`src/rtl/sender_if.sv`:
```
// Event-sender bus: event request/flags in, 4-phase ack in, dual-rail data out.
interface sender_if;
  logic go;
  logic Ch1;
  logic Ch2;
  logic Up;
  logic Down;
  logic ack;
  logic bit0;
  logic bit1;

  modport master (
    output go, Ch1, Ch2, Up, Down, ack,
    input  bit0, bit1
  );

  modport slave (
    input  go, Ch1, Ch2, Up, Down, ack,
    output bit0, bit1
  );
endinterface

```
`src/rtl/sender.sv`:
```
// Dual-rail event sender: latches {Ch1,Ch2,Up,Down} on a go rising edge and ships it
// MSB first, one bit per 4-phase return-to-zero handshake on ack.
module sender #(
  parameter int unsigned FRAME_BITS  = 4,
  parameter int unsigned SYNC_STAGES = 2
) (
  input logic     clk,
  input logic     reset,
  sender_if.slave bus
);

  localparam int unsigned CntW = (FRAME_BITS > 1) ? $clog2(FRAME_BITS) : 1;
  localparam logic [CntW-1:0] LastCnt = CntW'(FRAME_BITS - 1);

  typedef enum logic [1:0] {StIdle, StData, StRtz} state_e;

  state_e                  state_q, state_d;
  logic [SYNC_STAGES-1:0]  go_sync_q, ack_sync_q, vld_sync_q;
  logic                    go_prev_q, armed_q, armed_d;
  logic [CntW-1:0]         cnt_q, cnt_d;
  logic [FRAME_BITS-1:0]   frame_q, frame_d, frame_load, frame_next;
  logic                    bit0_q, bit0_d, bit1_q, bit1_d;
  logic                    go_s, ack_s, vld_s, start;
  logic [3:0]              flags;

  assign go_s  = go_sync_q[SYNC_STAGES-1];
  assign ack_s = ack_sync_q[SYNC_STAGES-1];
  // vld_s marks when go_s carries a real sample rather than the reset fill.
  assign vld_s = vld_sync_q[SYNC_STAGES-1];
  // armed_q requires a genuine low go after reset, so a go held high never starts a frame.
  assign start = armed_q & go_s & ~go_prev_q;
  assign flags = {bus.Ch1, bus.Ch2, bus.Up, bus.Down};

  // Flags land in the top frame bits; any extra low bits go out as logical 0.
  assign frame_load = FRAME_BITS'({flags, 32'd0} >> (36 - FRAME_BITS));
  assign frame_next = frame_q << (cnt_q + 1'b1);

  assign bus.bit0 = bit0_q;
  assign bus.bit1 = bit1_q;

  always_ff @(posedge clk or negedge reset) begin
    if (!reset) begin
      go_sync_q  <= '0;
      ack_sync_q <= '0;
      vld_sync_q <= '0;
      go_prev_q  <= 1'b0;
      armed_q    <= 1'b0;
      state_q    <= StIdle;
      cnt_q      <= '0;
      frame_q    <= '0;
      bit0_q     <= 1'b0;
      bit1_q     <= 1'b0;
    end else begin
      go_sync_q  <= (go_sync_q << 1) | SYNC_STAGES'(bus.go);
      ack_sync_q <= (ack_sync_q << 1) | SYNC_STAGES'(bus.ack);
      vld_sync_q <= (vld_sync_q << 1) | SYNC_STAGES'(1'b1);
      go_prev_q  <= go_s;
      armed_q    <= armed_d;
      state_q    <= state_d;
      cnt_q      <= cnt_d;
      frame_q    <= frame_d;
      bit0_q     <= bit0_d;
      bit1_q     <= bit1_d;
    end
  end

  always_comb begin
    state_d = state_q;
    cnt_d   = cnt_q;
    frame_d = frame_q;
    bit0_d  = bit0_q;
    bit1_d  = bit1_q;
    armed_d = armed_q | (vld_s & ~go_s);

    case (state_q)
      StIdle: begin
        if (start) begin
          frame_d = frame_load;
          cnt_d   = '0;
          if (flags != 4'd0) begin
            state_d = StData;
            bit1_d  = frame_load[FRAME_BITS-1];
            bit0_d  = ~frame_load[FRAME_BITS-1];
          end
        end
      end
      StData: begin
        if (ack_s) begin
          bit0_d  = 1'b0;
          bit1_d  = 1'b0;
          state_d = StRtz;
        end
      end
      StRtz: begin
        if (!ack_s) begin
          if (cnt_q == LastCnt) begin
            cnt_d   = '0;
            state_d = StIdle;
          end else begin
            cnt_d   = cnt_q + 1'b1;
            bit1_d  = frame_next[FRAME_BITS-1];
            bit0_d  = ~frame_next[FRAME_BITS-1];
            state_d = StData;
          end
        end
      end
      default: begin
        state_d = StIdle;
        bit0_d  = 1'b0;
        bit1_d  = 1'b0;
      end
    endcase
  end

endmodule

```
`src/flat_wrapper.sv`:
```
// flat-port wrapper written by rule: the top's interface ports become plain ports
module sender_flat 
#(
  parameter int unsigned FRAME_BITS  = 4,
  parameter int unsigned SYNC_STAGES = 2
)
  (clk, reset, bus_go, bus_Ch1, bus_Ch2, bus_Up, bus_Down, bus_ack, bus_bit0, bus_bit1);
  sender_if bus_i ();
  input logic clk;
  input logic reset;
  input wire logic [$bits(bus_i.go)-1:0] bus_go;
  input wire logic [$bits(bus_i.Ch1)-1:0] bus_Ch1;
  input wire logic [$bits(bus_i.Ch2)-1:0] bus_Ch2;
  input wire logic [$bits(bus_i.Up)-1:0] bus_Up;
  input wire logic [$bits(bus_i.Down)-1:0] bus_Down;
  input wire logic [$bits(bus_i.ack)-1:0] bus_ack;
  output wire logic [$bits(bus_i.bit0)-1:0] bus_bit0;
  output wire logic [$bits(bus_i.bit1)-1:0] bus_bit1;
  assign bus_i.go = bus_go;
  assign bus_i.Ch1 = bus_Ch1;
  assign bus_i.Ch2 = bus_Ch2;
  assign bus_i.Up = bus_Up;
  assign bus_i.Down = bus_Down;
  assign bus_i.ack = bus_ack;
  assign bus_bit0 = bus_i.bit0;
  assign bus_bit1 = bus_i.bit1;
  sender #(.FRAME_BITS(FRAME_BITS), .SYNC_STAGES(SYNC_STAGES)) u_core (.clk(clk), .reset(reset), .bus(bus_i));
endmodule
```
`config.mk`:
```
export PLATFORM = sky130hd
export DESIGN_NAME = sender_flat
export DESIGN_NICKNAME = d
export VERILOG_FILES = /design/src/rtl/sender_if.sv /design/src/rtl/sender.sv /design/src/flat_wrapper.sv
export SDC_FILE = /design/constraint.sdc
export NUM_CORES = 1
export LEC_CHECK = 0
export ABC_AREA = 1
export ABC_CLOCK_PERIOD_IN_PS = 1100
export BUFFER_PORTS_ARGS = -buffer_cell sky130_fd_sc_hd__buf_4
export CAP_MARGIN = 20
export CORE_MARGIN = 2
export CORE_UTILIZATION = 40
export DETAILED_ROUTE_END_ITERATION = 10
export REMOVE_ABC_BUFFERS = 1
export SYNTH_ARGS = -nofsm -noshare
export SYNTH_HDL_FRONTEND = slang
export SYNTH_SLANG_ARGS = --single-unit
export TNS_END_PERCENT = 50
```
`constraint.sdc`:
```
create_clock -name clk -period 1.1 [get_ports clk]
set_input_delay 0.165 -clock clk [delete_from_list [all_inputs] [get_ports clk]]
set_output_delay 0.165 -clock clk [all_outputs]
set_load 0.01 [all_outputs]
```
* Word-level counts from Yosys, hierarchy flattened
Cells that the tools add are included.
** Storage, ports and cells
- Output and inout bits :: 2
- Flip-flop bits (word level) :: 18
** Cells by class
- Bitwise gates (word level) :: 10
- Eq/ne operators :: 8
- Add/subtract/negate cells :: 1
- Shift-type cells :: 1
- Multiplexer cells :: 21
- Reductions and logical operators :: 7
** Operators with widths (count)
- $mux 2 :: 7
- $mux 1 :: 10
- $ne 2x1->1 const B :: 3
- $pmux 1 s3 :: 2
- $pmux 2 s3 :: 1
- $reduce_and 5->1 :: 1
- $eq 2x2->1 const B :: 2
- $ne 2x2->1 const B :: 2
- $not 1->1 :: 4
- $or 2x1->2 :: 2
- $pmux 2 s2 :: 1
- $reduce_and 4->1 :: 1
- $reduce_bool 4->1 :: 1
- $shl 4x2->4 :: 1
- $and 1x1->1 :: 3
- $reduce_and 3->1 :: 1
- $add 2x1->2 const B :: 1
- $eq 2x1->1 const B :: 1
- $logic_not 2->1 :: 1
- $reduce_and 2->1 :: 1
- $reduce_bool 2->1 :: 1
- $or 1x1->1 :: 1

* Logic depth before layout (Yosys ltp)
Gate-level depths: netlist of run 1.
- Depth after elaboration :: 6
- Depth in mapped cells :: 8
- Depth with buffers taken out :: 8

* Worst setup path before layout of run 1
OpenSTA, ideal clock, no wires.
- Path kind :: register to register
- Start point :: register u_core.cnt_q[0]
- End point :: register u_core.bit1_q, in the netlist u_core.bus.bit1
- Buffers on the path :: 0
- Stages on the path, launching flop included :: 8
- Period minus slack after synthesis :: 1173 ps
- Path slack :: -73 ps
- Arrival :: 1057 ps
- Cells stage by stage :: dfrtp_1 > ha_1 > inv_1 > nand3_1 > nand3_1 > nand2_1 > nand2_1 > nand2_1
** On the way
- Longest elaborated chain between the ends :: 5
** Ends and longest elaborated chain
- start: declaration :: line sender.sv:20 : logic [CntW-1:0] cnt_q, cnt_d;
- start signal: assignment :: line sender.sv:60 : cnt_q <= cnt_d;
- $add 2x1->2 :: line sender.sv:36 : assign frame_next = frame_q << (cnt_q + 1'b1);
- $shl 4x2->4 :: line sender.sv:36
- $mux 1 :: line sender.sv:96 : if (cnt_q == LastCnt) begin
- $mux 1 :: line sender.sv:95 : if (!ack_s) begin
- $pmux 1 s3 :: line sender.sv:75 : case (state_q)
- end signal: assignment :: line sender.sv:63 : bit1_q <= bit1_d;
- end: declaration :: line sender.sv:22 : logic bit0_q, bit0_d, bit1_q, bit1_d;
Several ways; a longest one is shown, not always the timed one. The select of a mux whose other input is x is not followed.
A chain may end at the register's enable or synchronous reset.

* Final worst setup path of run 1
Same ends and word-level chain as after synthesis.

==> metrics.md, run 1 <==
| Metric | Value |
|---|---|
| Status | `complete, but fails checks` |
| Failing checks | `negative setup slack` |
| RePlAce Congestion | `0.7210` |
| Fin crit period | `1151 ps` |
| CTS tree | `yes` |
| DR top layer | `met4` |
| Clock buffer depth | `2` |
| Drt total wl | `1459 um` |
| LEAKAGE | `0.5204 nW` |
| Slowest CP cell | `dfrtp_1` |
| Final Hold Vio Count | `0` |
| Commonest non-fill, non-tap cell in the layout | `nand2_1` |
| Via count | `645` |
| RSZ-0062 raised after global routing | `true` |
| R2R Setup Slk | `-50 ps` |
| Final ANT Viol Nets | `0` |
| Global-route wire length before repair | `2566 um` |
| Cell count after synthesis | `92` |
| Filler Cells Inserted | `184` |
| Clk_lat worst skew | `300 ps` |
| Most frequent cells in the layout | `34 x nand2_1, 17 x dfrtp_1, 12 x buf_4, 8 x inv_1, 5 x inv_2` |
| N_diodes | `0` |
| Internal | `1.484 mW` |
| Sw frac | `37.70%` |
| Critical path, cell by cell | `ha_4 > inv_2 > nand3_2 > nand3_1 > nand2_1 > nand2_1 > nand2_1` |
| Hold Path Class | `primary input to flip-flop` |
| DR DRC count | `0` |
| VDD IR max | `1.273 mV` |
| Seq cells post-synth | `18` |
| Port buffer count | `9` |
| Setup WS post-layout | `-51.06 ps` |
| Wire per inst | `10.50 um` |
| CTS buffer count | `3` |
| Syn. warnings | `0` |
| Clk pin slew, worst setup/hold paths | `110 ps` |
| Sequential area share after synthesis | `57.05%` |
| Max Slew Vio Count | `0` |
| GRT overflow | `0` |
| Fin crit share | `104.6%` |
| Clk sinks | `18` |
| Die Span Y | `48.43 um` |
| DR WL met3 | `45 um` |
| FMAX | `0.8688 GHz` |
| PwrDens | `2324 mW/mm^2` |
| Clock skew | `12.49 ps` |
| Met2 wire length | `696 um` |
| Iteration count of the initial detailed-routing pass | `4` |
| Startpoint types | `flip-flop` |
| Area Overhead vs Synth | `29.79%` |
| Slowest stage delay, CP | `430 ps` |
| Row cnt | `16` |
| Crit end category | `flip-flop` |
| Max Cap Viol | `0` |
| Horiz. Die Dim | `48.43 um` |
| Die area | `0.002345 mm^2` |
| Fin nets | `122` |
| Seq pwr share | `40.7%` |
| CP Data Required Time | `1310 ps` |
| Initial antenna violation count | `0` |
| Post-synthesis cell area | `789.5 um^2` |
| Vias in the first global route | `632` |
| Clock Tree Root | `clkbuf_4` |
| Vias per cell | `4.640` |
| Top-level I/O count | `10` |
| Syn avg cell area | `8.582 um^2` |
| Post-synth cell types | `19` |
| Clock share of power | `17.6%` |
| Starting Density | `41.51%` |
| Setup violators final | `2` |
| Met1 WL | `673 um` |
| Data arrival, critical path | `1360 ps` |
| Initial detailed-routing violation count | `13` |
| GRT Total Usage | `14.32%` |
| NetSw | `0.8977 mW` |
| Core Util, Final | `53.88%` |
| H-tree depth | `1` |
| Logic pwr share | `41.7%` |
| Final hold slack | `66.23 ps` |
| Detailed placement HPWL | `1024 um` |
| Largest net degree at the start of global routing | `19` |
| Critical path class | `flip-flop to flip-flop` |
| Placeable Area | `0.001902 mm^2` |
| CP max FO | `3` |
| Crit-path most repeated cell | `nand2_1` |
| Layout cells sized above 1 | `32.14%` |
-- worst max-delay path: cells and delay by family (launching register included) --
kind | cells | cell delay, ps
adders and majority gates | 1 | 270
DFF | 1 | 430
buffers and inverters | 1 | 50
and+or+nand+nor | 5 | 310
-- logic make-up (layout without fill, tap and decap cells) --
logic type,Yosys count,count (layout),share of synthesized area (%)
compound gates,7,7,5.705
fa+ha+maj,1,1,1.585
simple gates,51,51,28.53
buf+inv,14,34,6.656
other cells,1,1,0.4750
flops,18,18,57.05
-- metrics by stage --
stage	setup TNS, ps	area, um^2	power [mW]	std cells	setup WS, ps
2_1_floorplan	-138.5	789.5	1.524	92	-73.17
3_3_place_gp	-250.0	913.4	1.776	131	-84.57
3_5_place_dp	-394.7	913.4	1.799	131	-104.0
4_1_cts	-85.42	1007	2.308	138	-39.92
5_1_grt	-632.3	1025	2.563	139	-124.0
6_report	-93.63	1025	2.381	139	-51.06
-- sequential cells by signal, indices dropped and copies added, names as in the netlist --
signal / count
u_core.bus.bit1: 1
u_core.state_q: 2
u_core.cnt_q: 2
u_core.go_sync_q: 2
u_core.armed_q: 1
u_core.bus.bit0: 1
u_core.vld_sync_q: 2
u_core.frame_q: 4
u_core.ack_sync_q: 2
u_core.go_prev_q: 1
-- layer usage --
| metal | track usage, % | up-vias |
|---|---|---|
| li1 | - | 321 |
| met1 | 18.26 | 305 |
| met2 | 22.69 | 12 |
| met3 | 3.704 | 7 |
| met4 | 7.143 | 0 |
| met5 | 0 | - |
-- synthesized netlist by cell type (all sizes together) --
library cell / instances / share of area (%)
nand2: 38 / 19
dfrtp: 18 / 57
inv: 13 / 6.2
nand3: 7 / 5.1
nor2: 5 / 4.0
o21ai: 4 / 3.0
o22ai: 2 / 1.6
a21oi: 1 / 1.1
clkinv: 1 / 0.47
conb: 1 / 0.47
ha: 1 / 1.6
nand4: 1 / 0.79
-- worst paths after layout --
check / cells past startpoint / from / to
max in group asynchronous: 2 / reset / u_core.state_q[0]
min in group asynchronous: 2 / reset / u_core.bus.bit1
worst max register to register: 7 / u_core.cnt_q[0] / u_core.bus.bit1
worst min-delay path: 3 / bus_Ch2 / u_core.frame_q[2]
worst max-delay path: 7 / u_core.cnt_q[0] / u_core.bus.bit1
worst min register to register: 0 / u_core.go_sync_q[0] / u_core.go_sync_q[1]
-- what timing repair did --
action / 4_1_cts / 5_1_grt
setup buffers: 0 / 1
pin swaps: 5 / 3
endpoints found under the setup margin: 10 / 10
endpoints found under the hold margin: 20 / 0
resized for setup: 6 / 4
hold buffers: 3 / 0
-- power groups by stage --
stage	Clock [mW]	Sequential (mW)	Combinational (mW)
after floorplan	0	0.950	0.574
after global placement	0	0.944	0.833
after detailed placement	0	0.948	0.851
after CTS	0.423	0.955	0.929
after global routing	0.461	0.988	1.11
final	0.420	0.969	0.993
-- area by class of cell --
cell class	count	area (um^2)	share of cell area (%)
tap	27	33.78	3.297
inverter	14	52.55	5.128
sequential	18	451.7	44.08
timing repair buffer	16	131.4	12.82
multi-input combinational	60	319.1	31.14
clock buffer	4	36.28	3.541
No activity file was read; power rests on OpenSTA's default activity.
==> run 2: changes to the inputs <==
--- a/config.mk
+++ b/config.mk
@@ -10,8 +10,10 @@
 export BUFFER_PORTS_ARGS = -buffer_cell sky130_fd_sc_hd__buf_4
 export CAP_MARGIN = 20
 export CORE_MARGIN = 2
-export CORE_UTILIZATION = 40
+export CORE_UTILIZATION = 48
 export DETAILED_ROUTE_END_ITERATION = 10
+export GPL_TIMING_DRIVEN = 0
+export PLACE_DENSITY = 0.71
 export REMOVE_ABC_BUFFERS = 1
 export SYNTH_ARGS = -nofsm -noshare
 export SYNTH_HDL_FRONTEND = slang
==> run 2 against run 1 <==
- flip-flop and latch count unchanged
- combinational power decreased by 2%
- critical path type unchanged
- via count down 3.1%
- total power decreased by 0.67%
- design area decreased by 0.98%
- critical path depth up 1
- critical endpoint is now u_core.bus.bit0
- maximum frequency is 0.26% lower
- the run still ends with negative setup slack left
==> metrics.md, run 2 (synthesis results as in run 1) <==
| Metric | Value |
|---|---|
| Starting Density | `51.81%` |
| Die Span Y | `44.56 um` |
| Clock buffer depth | `2` |
| GRT Total Usage | `16.80%` |
| Failing checks | `negative setup slack` |
| Clk pin slew, worst setup/hold paths | `110 ps` |
| Via count | `625` |
| Hold Path Class | `primary input to flip-flop` |
| Max Cap Viol | `0` |
| Die area | `0.001985 mm^2` |
| Detailed placement HPWL | `943.3 um` |
| Layout cells sized above 1 | `34.51%` |
| Initial antenna violation count | `0` |
| Seq. cell area | `451.7 um^2` |
| Data arrival, critical path | `1360 ps` |
| Placed insts | `117` |
| Most flops, register | `u_core.frame_q` |
| RePlAce Congestion | `0.8222` |
| Fin crit share | `104.9%` |
| Iteration count of the initial detailed-routing pass | `4` |
| Clk_lat worst skew | `300 ps` |
| Area Overhead vs Synth | `28.53%` |
| FMAX | `0.8665 GHz` |
| VDD IR max | `1.232 mV` |
| Wire per inst | `10.33 um` |
| CTS tree | `yes` |
| Vias in the first global route | `571` |
| Startpoint types | `flip-flop` |
| Global-route wire length before repair | `2387 um` |
| Port buffer count | `9` |
| Fin nets | `123` |
| Clock Tree Root | `clkbuf_4` |
| Area of the multi-input gates | `319.1 um^2` |
| Drt total wl | `1333 um` |
| Filler Cells Inserted | `128` |
| Setup WS post-layout | `-54.08 ps` |
| Final ANT Viol Nets | `0` |
| CP Data Required Time | `1300 ps` |
| Layout Cells excl Fill | `129` |
| Row cnt | `14` |
| RSZ-0062 raised after global routing | `true` |
| Placeable Area | `0.001524 mm^2` |
| H-tree depth | `1` |
| Top-level I/O count | `10` |
| Final Hold Vio Count | `0` |
| N_diodes | `0` |
| Clk sinks | `18` |
| Setup_tns | `-136.6 ps` |
| Clock skew | `0.9609 ps` |
| R2R Setup Slk | `-50 ps` |
| Largest register FFs | `4` |
| CP max FO | `3` |
| DR DRC count | `0` |
| Fin crit period | `1154 ps` |
| Crit end category | `flip-flop` |
| Horiz. Die Dim | `44.56 um` |
| PwrDens | `2331 mW/mm^2` |
| Largest net degree at the start of global routing | `19` |
| GRT overflow | `0` |
| Commonest non-fill, non-tap cell in the layout | `nand2_1` |
| CTS buffer count | `3` |
| Critical path class | `flip-flop to flip-flop` |
| Max Slew Vio Count | `0` |
| Status | `complete, but fails checks` |
| Vias per cell | `4.845` |
| LEAKAGE | `0.5242 nW` |
| Most frequent cells in the layout | `34 x nand2_1, 17 x dfrtp_1, 14 x buf_4, 7 x inv_2, 6 x inv_1` |
| Initial detailed-routing violation count | `17` |
| Setup violators final | `7` |
run 2: cell types whose count changed in the layout (fill, tap and decap cells not counted), sizes merged:
| cell | previous run | this run |
|---|---|---|
| buf | 13 | 14 |
run 2: worst paths after layout:
check / startpoint / to / depth (start not counted)
worst max-delay path: u_core.cnt_q[1] / u_core.bus.bit0 / 8
worst max register to register: u_core.cnt_q[1] / u_core.bus.bit0 / 8
max in group asynchronous: reset / u_core.state_q[0] / 2
min in group asynchronous: reset / u_core.go_sync_q[0] / 2
worst min-delay path: bus_Up / u_core.frame_q[1] / 3
worst min register to register: u_core.go_sync_q[0] / u_core.go_sync_q[1] / 0
run 2: metrics by stage:
step | total power, mW | instance area (um^2) | hold slack (ps) | utilization [%] | setup slack (ps)
6_report | 2.365 | 1015 | 75.05 | 66.58 | -54.08
5_1_grt | 2.545 | 1015 | 75.36 | 66.58 | -110.9
4_1_cts | 2.286 | 993.5 | 79.40 | 65.19 | -42.55
3_5_place_dp | 1.716 | 877.1 | 43.05 | 57.55 | -145.9
3_3_place_gp | 1.697 | 877.1 | 42.43 | 57.55 | -141.0
2_1_floorplan | 1.524 | 789.5 | -130.6 | - | -73.17
run 2: critical path, stage by stage, from the launching register on:
cell and delay [ps]:
dfrtp_1 430, ha_4 290, inv_2 40, nand3_2 50, nand2_1 50, nand2_1 50, nand2_1 50, nand2_1 60
nand2_1 40
run 2: layout make-up:
| class | instances | share of cell area [%] |
|---|---|---|
| flip-flops and latches | 18 | 44.51 |
| multi-input cells | 60 | 31.44 |
| repair buffers | 17 | 13.32 |
| inverters | 14 | 5.179 |
| clock buffers | 4 | 3.576 |
| well taps | 16 | 1.973 |
run 2: power by group:
group	total (mW)	switching, mW	internal (mW)
Sequential	0.970	0.135	0.834
Combinational	0.977	0.529	0.448
Clock	0.419	0.217	0.202
Total	2.37	0.881	1.48
run 2: repair_timing:
| item | 4_1_cts | 5_1_grt |
|---|---|---|
| setup buffers | 3 | 2 |
| endpoints found under the hold margin | 20 | 0 |
| cloned | 0 | 0 |
| resized for setup | 5 | 6 |
| setup endpoints to repair | 10 | 10 |
| pin swaps | 8 | 2 |
| hold buffers | 3 | 0 |
run 2: routing by layer:
layer	up-vias	global-route usage, %	part of all wire, %
met5	-	0	0
met4	0	9.091	1.7
met3	2	2.449	2.1
met2	7	26.96	46
met1	293	21.75	50
li1	323	-	-
